[src/rtl/pc_sequencer_if.sv]
// Bus between the PC sequencer and its surroundings: redirect requests and debug
// controls in, next-PC selection, write enable and status out.
interface pc_sequencer_if #(
   parameter int NBITS    = 32,
   parameter int CNT_BITS = 32
) ();
   logic                i_start;
   logic                i_mode_step;
   logic                i_step;
   logic                i_stall;
   logic                i_halt;
   logic [NBITS-1:0]    i_pc;
   logic                i_branch_taken;
   logic [NBITS-1:0]    i_branch_target;
   logic                i_jump;
   logic [NBITS-1:0]    i_jump_target;
   logic                i_jr;
   logic [NBITS-1:0]    i_jr_target;
   logic [NBITS-1:0]    o_npc;
   logic                o_pc_we;
   logic                o_flush;
   logic                o_halted;
   logic [1:0]          o_state;
   logic [CNT_BITS-1:0] o_cycle_count;

   // Pipeline, hazard unit and debug unit drive the i_* side.
   modport master (
      output i_start, i_mode_step, i_step, i_stall, i_halt, i_pc,
             i_branch_taken, i_branch_target, i_jump, i_jump_target,
             i_jr, i_jr_target,
      input  o_npc, o_pc_we, o_flush, o_halted, o_state, o_cycle_count
   );

   modport slave (
      input  i_start, i_mode_step, i_step, i_stall, i_halt, i_pc,
             i_branch_taken, i_branch_target, i_jump, i_jump_target,
             i_jr, i_jr_target,
      output o_npc, o_pc_we, o_flush, o_halted, o_state, o_cycle_count
   );
endinterface

[src/rtl/pc_sequencer.sv]
// Next-PC selection and PC write-enable sequencing for the MIPS core:
// free-run, debug single-step, hazard stall and terminal HALT.
module pc_sequencer #(
   parameter int NBITS    = 32,
   parameter int CNT_BITS = 32
) (
   input  logic                i_clk,
   input  logic                i_reset,
   pc_sequencer_if.slave       bus
);

   typedef enum logic [1:0] {
      IDLE   = 2'b00,
      RUN    = 2'b01,
      STEP   = 2'b10,
      HALTED = 2'b11
   } state_t;

   state_t              r_state;
   logic [CNT_BITS-1:0] r_cycle_count;

   logic [NBITS-1:0]    w_seq_pc;
   logic [NBITS-1:0]    w_npc;
   logic                w_active;
   logic                w_pc_we;
   logic                w_redirect;

   // NOTE: every path through an always_comb assigns w_npc, so no latch is inferred.
   always_comb begin
      w_seq_pc = bus.i_pc + NBITS'(4);
      if (bus.i_jr)
         w_npc = bus.i_jr_target;
      else if (bus.i_jump)
         w_npc = bus.i_jump_target;
      else if (bus.i_branch_taken)
         w_npc = bus.i_branch_target;
      else
         w_npc = w_seq_pc;
   end

   // The PC register samples on negedge, so these stay combinational from the
   // posedge-registered state and settle well before it.
   assign w_active   = (r_state == RUN) || (r_state == STEP);
   assign w_pc_we    = w_active && !bus.i_stall && !bus.i_halt;
   assign w_redirect = bus.i_jr || bus.i_jump || bus.i_branch_taken;

   // NOTE: state registers use non-blocking assignments so every flop samples
   // pre-edge values regardless of statement order.
   always_ff @(posedge i_clk) begin
      if (i_reset) begin
         r_state       <= IDLE;
         r_cycle_count <= '0;
      end else begin
         if (w_pc_we && (r_cycle_count != '1))
            r_cycle_count <= r_cycle_count + CNT_BITS'(1);

         case (r_state)
            IDLE: begin
               if ((bus.i_start || bus.i_step) && bus.i_mode_step)
                  r_state <= STEP;
               else if (bus.i_start)
                  r_state <= RUN;
            end
            RUN: begin
               if (bus.i_halt)
                  r_state <= HALTED;
            end
            STEP: begin
               // A stalled step is held here until it can issue its one update.
               if (bus.i_halt)
                  r_state <= HALTED;
               else if (!bus.i_stall)
                  r_state <= IDLE;
            end
            HALTED: r_state <= HALTED;
            default: r_state <= IDLE;
         endcase
      end
   end

   assign bus.o_npc         = w_npc;
   assign bus.o_pc_we       = w_pc_we;
   assign bus.o_flush       = w_pc_we && w_redirect;
   assign bus.o_halted      = (r_state == HALTED);
   assign bus.o_state       = r_state;
   assign bus.o_cycle_count = r_cycle_count;

endmodule
[src/flat_wrapper.sv]
// flat-port wrapper written by rule: the top's interface ports become plain ports
module pc_sequencer_flat 
#(
   parameter int NBITS    = 32,
   parameter int CNT_BITS = 32
)
  (i_clk, i_reset, bus_i_start, bus_i_mode_step, bus_i_step, bus_i_stall, bus_i_halt, bus_i_pc, bus_i_branch_taken, bus_i_branch_target, bus_i_jump, bus_i_jump_target, bus_i_jr, bus_i_jr_target, bus_o_npc, bus_o_pc_we, bus_o_flush, bus_o_halted, bus_o_state, bus_o_cycle_count);
  pc_sequencer_if #(.NBITS(NBITS), .CNT_BITS(CNT_BITS)) bus_i ();
  input  logic i_clk;
  input  logic i_reset;
  input wire logic [$bits(bus_i.i_start)-1:0] bus_i_start;
  input wire logic [$bits(bus_i.i_mode_step)-1:0] bus_i_mode_step;
  input wire logic [$bits(bus_i.i_step)-1:0] bus_i_step;
  input wire logic [$bits(bus_i.i_stall)-1:0] bus_i_stall;
  input wire logic [$bits(bus_i.i_halt)-1:0] bus_i_halt;
  input wire logic [$bits(bus_i.i_pc)-1:0] bus_i_pc;
  input wire logic [$bits(bus_i.i_branch_taken)-1:0] bus_i_branch_taken;
  input wire logic [$bits(bus_i.i_branch_target)-1:0] bus_i_branch_target;
  input wire logic [$bits(bus_i.i_jump)-1:0] bus_i_jump;
  input wire logic [$bits(bus_i.i_jump_target)-1:0] bus_i_jump_target;
  input wire logic [$bits(bus_i.i_jr)-1:0] bus_i_jr;
  input wire logic [$bits(bus_i.i_jr_target)-1:0] bus_i_jr_target;
  output wire logic [$bits(bus_i.o_npc)-1:0] bus_o_npc;
  output wire logic [$bits(bus_i.o_pc_we)-1:0] bus_o_pc_we;
  output wire logic [$bits(bus_i.o_flush)-1:0] bus_o_flush;
  output wire logic [$bits(bus_i.o_halted)-1:0] bus_o_halted;
  output wire logic [$bits(bus_i.o_state)-1:0] bus_o_state;
  output wire logic [$bits(bus_i.o_cycle_count)-1:0] bus_o_cycle_count;
  assign bus_i.i_start = bus_i_start;
  assign bus_i.i_mode_step = bus_i_mode_step;
  assign bus_i.i_step = bus_i_step;
  assign bus_i.i_stall = bus_i_stall;
  assign bus_i.i_halt = bus_i_halt;
  assign bus_i.i_pc = bus_i_pc;
  assign bus_i.i_branch_taken = bus_i_branch_taken;
  assign bus_i.i_branch_target = bus_i_branch_target;
  assign bus_i.i_jump = bus_i_jump;
  assign bus_i.i_jump_target = bus_i_jump_target;
  assign bus_i.i_jr = bus_i_jr;
  assign bus_i.i_jr_target = bus_i_jr_target;
  assign bus_o_npc = bus_i.o_npc;
  assign bus_o_pc_we = bus_i.o_pc_we;
  assign bus_o_flush = bus_i.o_flush;
  assign bus_o_halted = bus_i.o_halted;
  assign bus_o_state = bus_i.o_state;
  assign bus_o_cycle_count = bus_i.o_cycle_count;
  pc_sequencer #(.NBITS(NBITS), .CNT_BITS(CNT_BITS)) u_core (.i_clk(i_clk), .i_reset(i_reset), .bus(bus_i));
endmodule
[config.mk]
export PLATFORM = sky130hd
export DESIGN_NAME = pc_sequencer_flat
export DESIGN_NICKNAME = d
export VERILOG_FILES = /design/src/rtl/pc_sequencer_if.sv /design/src/rtl/pc_sequencer.sv /design/src/flat_wrapper.sv
export SDC_FILE = /design/constraint.sdc
export NUM_CORES = 1
export LEC_CHECK = 0
export BUFFER_PORTS_ARGS = -buffer_cell sky130_fd_sc_hd__clkbuf_2
export CORE_AREA = 2 2 97 80
export DETAILED_ROUTE_END_ITERATION = 16
export DIE_AREA = 0 0 99 82
export PLACE_DENSITY = 0.95
export SLEW_MARGIN = 30
export SYNTH_ARGS = -nofsm -noshare
export SYNTH_HDL_FRONTEND = slang
export SYNTH_SLANG_ARGS = --single-unit
export TNS_END_PERCENT = 20
[constraint.sdc]
create_clock -name i_clk -period 7.9 [get_ports i_clk]
set_clock_uncertainty 0.1 [all_clocks]
set_input_delay 0 -clock i_clk [delete_from_list [all_inputs] [get_ports i_clk]]
set_output_delay 0 -clock i_clk [all_outputs]
set_load 0.05 [all_outputs]
=== Yosys cells after proc, flatten, opt, wreduce, memory -nomap -nowiden ===
Cells that the tools add are included.
W data, S select, Z words.

* Bits in registers: 34
* Input port bits: 138
* Word-level logic and storage cells: 33

* $add $sub $neg: 2
* Eq/ne operators: 7
* Muxes and demuxes: 9
* Reductions and logical operators: 13

{| class="wikitable"
|+ Operators with widths
! cell !! number
|-
| $mux W32 || 3
|-
| $add A32 B1 Y32 const B || 1
|-
| $add A32 B3 Y32 const B || 1
|-
| $ne A32 B32 Y1 const B || 1
|-
| $mux W2 || 5
|-
| $pmux W2 S4 || 1
|-
| $logic_and A1 B1 Y1 || 5
|-
| $eq A2 B2 Y1 const B || 2
|-
| $logic_or A1 B1 Y1 || 4
|-
| $ne A3 B2 Y1 const B || 1
|-
| $ne A3 B3 Y1 const B || 1
|-
| $reduce_and A3 Y1 || 1
|-
| $eq A2 B1 Y1 const B || 1
|-
| $logic_not A1 Y1 || 2
|-
| $logic_not A2 Y1 || 1
|-
| $ne A2 B2 Y1 const B || 1
|}

=== Depth between registers and ports, before layout ===
* Depth after elaboration: 5
* Mapped depth: 8

=== Worst setup path after synthesis ===
No wires, ideal clock.

* Path type: reg-to-reg
* Start: register u_core.r_state[0], in the netlist u_core.bus.o_state[0]
* End: register u_core.r_cycle_count[25], in the netlist u_core.bus.o_cycle_count[25]
* Library setup time: 121 ps
* Data arrival time: 3136 ps
* Required time: 7679 ps
* Path slack: 4544 ps
* Stages on the path, launching flop included: 9
* Cells stage by stage: dfxtp_1 inv_1 ha_1 or3b_1 clkinv_1 nand2_1 a2111oi_2 and4_1 mux2_2

* Word-level cells in the longest chain between the ends: 5
* Elaborated cells between the ends (all ways): 6

{| class="wikitable"
|+ Ends and longest elaborated chain
! element !! RTL line !! text
|-
| from (decl) || pc_sequencer.sv:19 || <nowiki>state_t r_state;</nowiki>
|-
| from (signal assigned) || pc_sequencer.sv:51 || <nowiki>r_state <= IDLE;</nowiki>
|-
| from (signal assigned) || pc_sequencer.sv:60 || <nowiki>r_state <= STEP;</nowiki>
|-
| from (signal assigned) || pc_sequencer.sv:62 || <nowiki>r_state <= RUN;</nowiki>
|-
| $eq A2 B1 Y1 or $eq A2 B2 Y1 (tied branches) || pc_sequencer.sv:43 || <nowiki>assign w_active = (r_state == RUN) || (r_state == STEP);</nowiki>
|-
| $logic_or A1 B1 Y1 * || pc_sequencer.sv:43 ||
|-
| $logic_and A1 B1 Y1 * (2 in series) || pc_sequencer.sv:44 || <nowiki>assign w_pc_we = w_active && !bus.i_stall && !bus.i_halt;</nowiki>
|-
| via bus_o_pc_we || flat_wrapper.sv:24 || <nowiki>output wire logic [$bits(bus_i.o_pc_we)-1:0] bus_o_pc_we;</nowiki>
|-
| $logic_and A1 B1 Y1 * || pc_sequencer.sv:54 || <nowiki>if (w_pc_we && (r_cycle_count != '1))</nowiki>
|-
| to (signal assigned) || pc_sequencer.sv:55 || <nowiki>r_cycle_count <= r_cycle_count + CNT_BITS'(1);</nowiki>
|-
| to (decl) || pc_sequencer.sv:20 || <nowiki>logic [CNT_BITS-1:0] r_cycle_count;</nowiki>
|}

Mark *: on every way through the listed nets, which the timed path passes. The rest lies on a longest branch.
A chain may end at the register's enable or synchronous reset.

=== Worst setup path after layout ===
* Start: register u_core.r_state[0], in the netlist u_core.bus.o_state[0]
* End: register u_core.r_cycle_count[28], in the netlist u_core.bus.o_cycle_count[28]

* Word-level cells in the longest chain between the ends: 5
* Elaborated cells between the ends (all ways): 6

{| class="wikitable"
|+ Ends and longest elaborated chain
! element !! RTL line
|-
| $eq A2 B1 Y1 or $eq A2 B2 Y1 (tied branches) || pc_sequencer.sv:43
|-
| $logic_or A1 B1 Y1 * || pc_sequencer.sv:43
|-
| $logic_and A1 B1 Y1 * (2 in series) || pc_sequencer.sv:44
|-
| $logic_and A1 B1 Y1 * || pc_sequencer.sv:54
|}

Mark *: on every way between the ends. The rest lies on a longest branch, timed or not.

==> results_dict.tcl <==
set metrics [dict create \
    status "complete, no violations" \
    drc_errors 0 \
    area_growth_pct 34.1 \
    worstPathMaxFanout 8 \
    synth.distinct_cells 47 \
    critPathArrivalTime_ns 3.30 \
    wirelength_um 12500 \
    fp.coreArea_mm2 0.00718 \
    relSlewSlack_pct 37.6 \
    crit_path_end_kind "flop" \
    critPathRequiredTime_ns 8.04 \
    die_area_mm2 0.00812 \
    cts-hold-fix-buffers 0 \
    synth-edff-count 0 \
    cts_resized 0 \
    finalNonFillerCells 727 \
    ys.flop_type "dfxtp_1" \
    grt_remaining_overflow 0 \
    root_buffer "clkbuf_8" \
    dr.pass1.iters 5 \
    post_cts_buffers 0 \
    ys_warn_count 0 \
    die_w_um 99 \
    fin_total_pwr_w 0.000578 \
    clock-sinks 34 \
    fillers 647 \
    clock_path_buffers 2 \
    finalCritPeriodShare_pct 40.0 \
    tightest_slew_ns 0.936 \
    vdd_drop_max_mv 0.0633 \
    grt_max_degree 57 \
    async_flop_share_pct 0 \
    ios 207 \
    leakagePower_nw 1.94 \
    ys_ff_latch 34 \
    antenna-diode-count 0 \
    synth_nets 600 \
    htree_levels 2 \
    syn_area_mm2 0.00329 \
    r2r_slack_ns 4.74 \
    clock.fmax_mhz 317 \
    antenna_found_initial 0 \
    utilization_pct 61.4 \
    clock_latency_ns 0.29 \
    drive_gt1_share_pct 35.8 \
    rsz0062_at_grt "no" \
    slew_viol_final 0 \
    setup_tns_ns 0 \
    track_usage_pct 29.5 \
    drt_iter0_markers 356 \
    portBuffers 206 \
    synth_compound_area_share_pct 23.9 \
    synthMuxAreaShare_pct 6.31 \
    post_drt_wl_per_cell_um 17.2 \
    cts.clk_slew.worst_paths_ns 0.07 \
    globalplace.congestion 0.926 \
    startpoint_type "flop" \
    viasPerCell 5.98 \
    hp-class "input pin to flop" \
    rows 28 \
    setup_violations 0 \
    cellPowerDensity_mw_per_mm2 131 \
    cap_violations 0 \
    syn_avg_cell_area_um2 7.23 \
    yosys.area_share.simple_pct 29.8 \
    final_common_cell "clkbuf_2" \
    fp.dieH_um 82 \
    ys_seq_area_share_pct 20.7 \
    synth_cells 455 \
    layout.nets 783 \
    grt_pass1_wl_um 19500 \
    hold_viol 0 \
    vias 4346 \
    synthAdderAreaFrac_pct 2.66 \
    dp_hpwl_um 9910 \
    cts_tree "yes" \
    dp.cells 721 \
    critical_path_class "flop to flop" \
    synthXorXnorAreaFrac_pct 12.0 \
    synth_top_family_by_area "simple AND/OR/NAND/NOR gates" \
    min_period_ns 3.16 \
    grt_pass1_vias 3983 \
    cts_made_buffers 5 \
    layout_setup_ws_ns 4.74 \
    initial_core_util_pct 45.8 \
    detail-route-antenna-nets 0 \
    place_ws_ns 4.80 \
    layout_common_cells "205 x clkbuf_2, 40 x nand2_1, 40 x nor2_1" \
]
## cells in the mapped netlist (12+ instances only)
cell type  number  area share [%]
o21ai_0        26             4.0
a21oi_1        31             4.7
and4_1         12             3.2
a22oi_1        19             4.3
nand4_1        13             2.5
nand2_1        40             4.6
nand3_1        29             4.4
xnor2_1        37             9.8
nor2_1         40             4.6
clkbuf_1       26             3.0
dfxtp_1        34              21
mux2i_1        14             4.3
## cell type report
cell class / instances / area [um2] / share of cell area (%)
clock buffers: 6 / 82.6 / 1.87
multi-input cells: 380 / 2460 / 55.8
repair buffers: 207 / 1040 / 23.5
inverters: 10 / 37.5 / 0.851
well taps: 90 / 113 / 2.55
flip-flops and latches: 34 / 681 / 15.4
## cell families (layout without fill, tap and decap cells)
kind of cell | count (synthesis) | after routing
simple gates | 188 | 188
fa+ha+maj | 7 | 7
compound gates | 120 | 120
mux | 20 | 20
xor+xnor | 45 | 45
flops | 34 | 34
buf+inv | 41 | 223
## through the flow
step                      cell area, um2  hold WS, ns
after floorplan                     3290       0.0714
after global placement              4330        0.320
after detailed placement            4330        0.326
after CTS                           4410       0.0728
after global routing                4410        0.148
final                               4410       0.0653
## registers in the layout, indices dropped and copies added, names as in the netlist
| signal | flops |
|---|---|
| u_core.bus.o_cycle_count | 32 |
| u_core.bus.o_state | 2 |
## metal layers
layer / global-route usage (%) / share of wire (%) / vias up
met4: 11.5 / 2.7 / 0
met3: 4.60 / 7.8 / 31
met1: 38.1 / 42 / 2018
met2: 49.9 / 47 / 238
met5: 0 / 0 / -
li1: - / - / 2059
## critical path, cell delays in order, from the launching register on
cell and delay, ns:
dfxtp_1 0.40, inv_1 0.10, ha_1 0.28, or3b_1 0.39, or4_1 0.72, or4b_4 0.56, or4_1 0.47, nand2_1 0.07
## worst paths after layout
kind,cells after the start,endpoint,startpoint
min,4,u_core.bus.o_state[1],bus_i_mode_step
max reg2reg,7,u_core.bus.o_cycle_count[28],u_core.bus.o_state[0]
min reg2reg,2,u_core.bus.o_state[1],u_core.bus.o_state[1]
max,7,u_core.bus.o_cycle_count[28],u_core.bus.o_state[0]
## power breakdown
| part | total, W | internal, W | leakage, nW | switching (W) |
|---|---|---|---|---|
| clock network | 0.000128 | 0.0000671 | 0.0431 | 0.0000607 |
| logic | 0.000266 | 0.0000851 | 1.63 | 0.000181 |
| registers | 0.000184 | 0.000177 | 0.274 | 0.00000701 |
| total | 0.000578 | 0.000329 | 1.94 | 0.000249 |
Note: power is estimated with default switching activity, not from simulation.
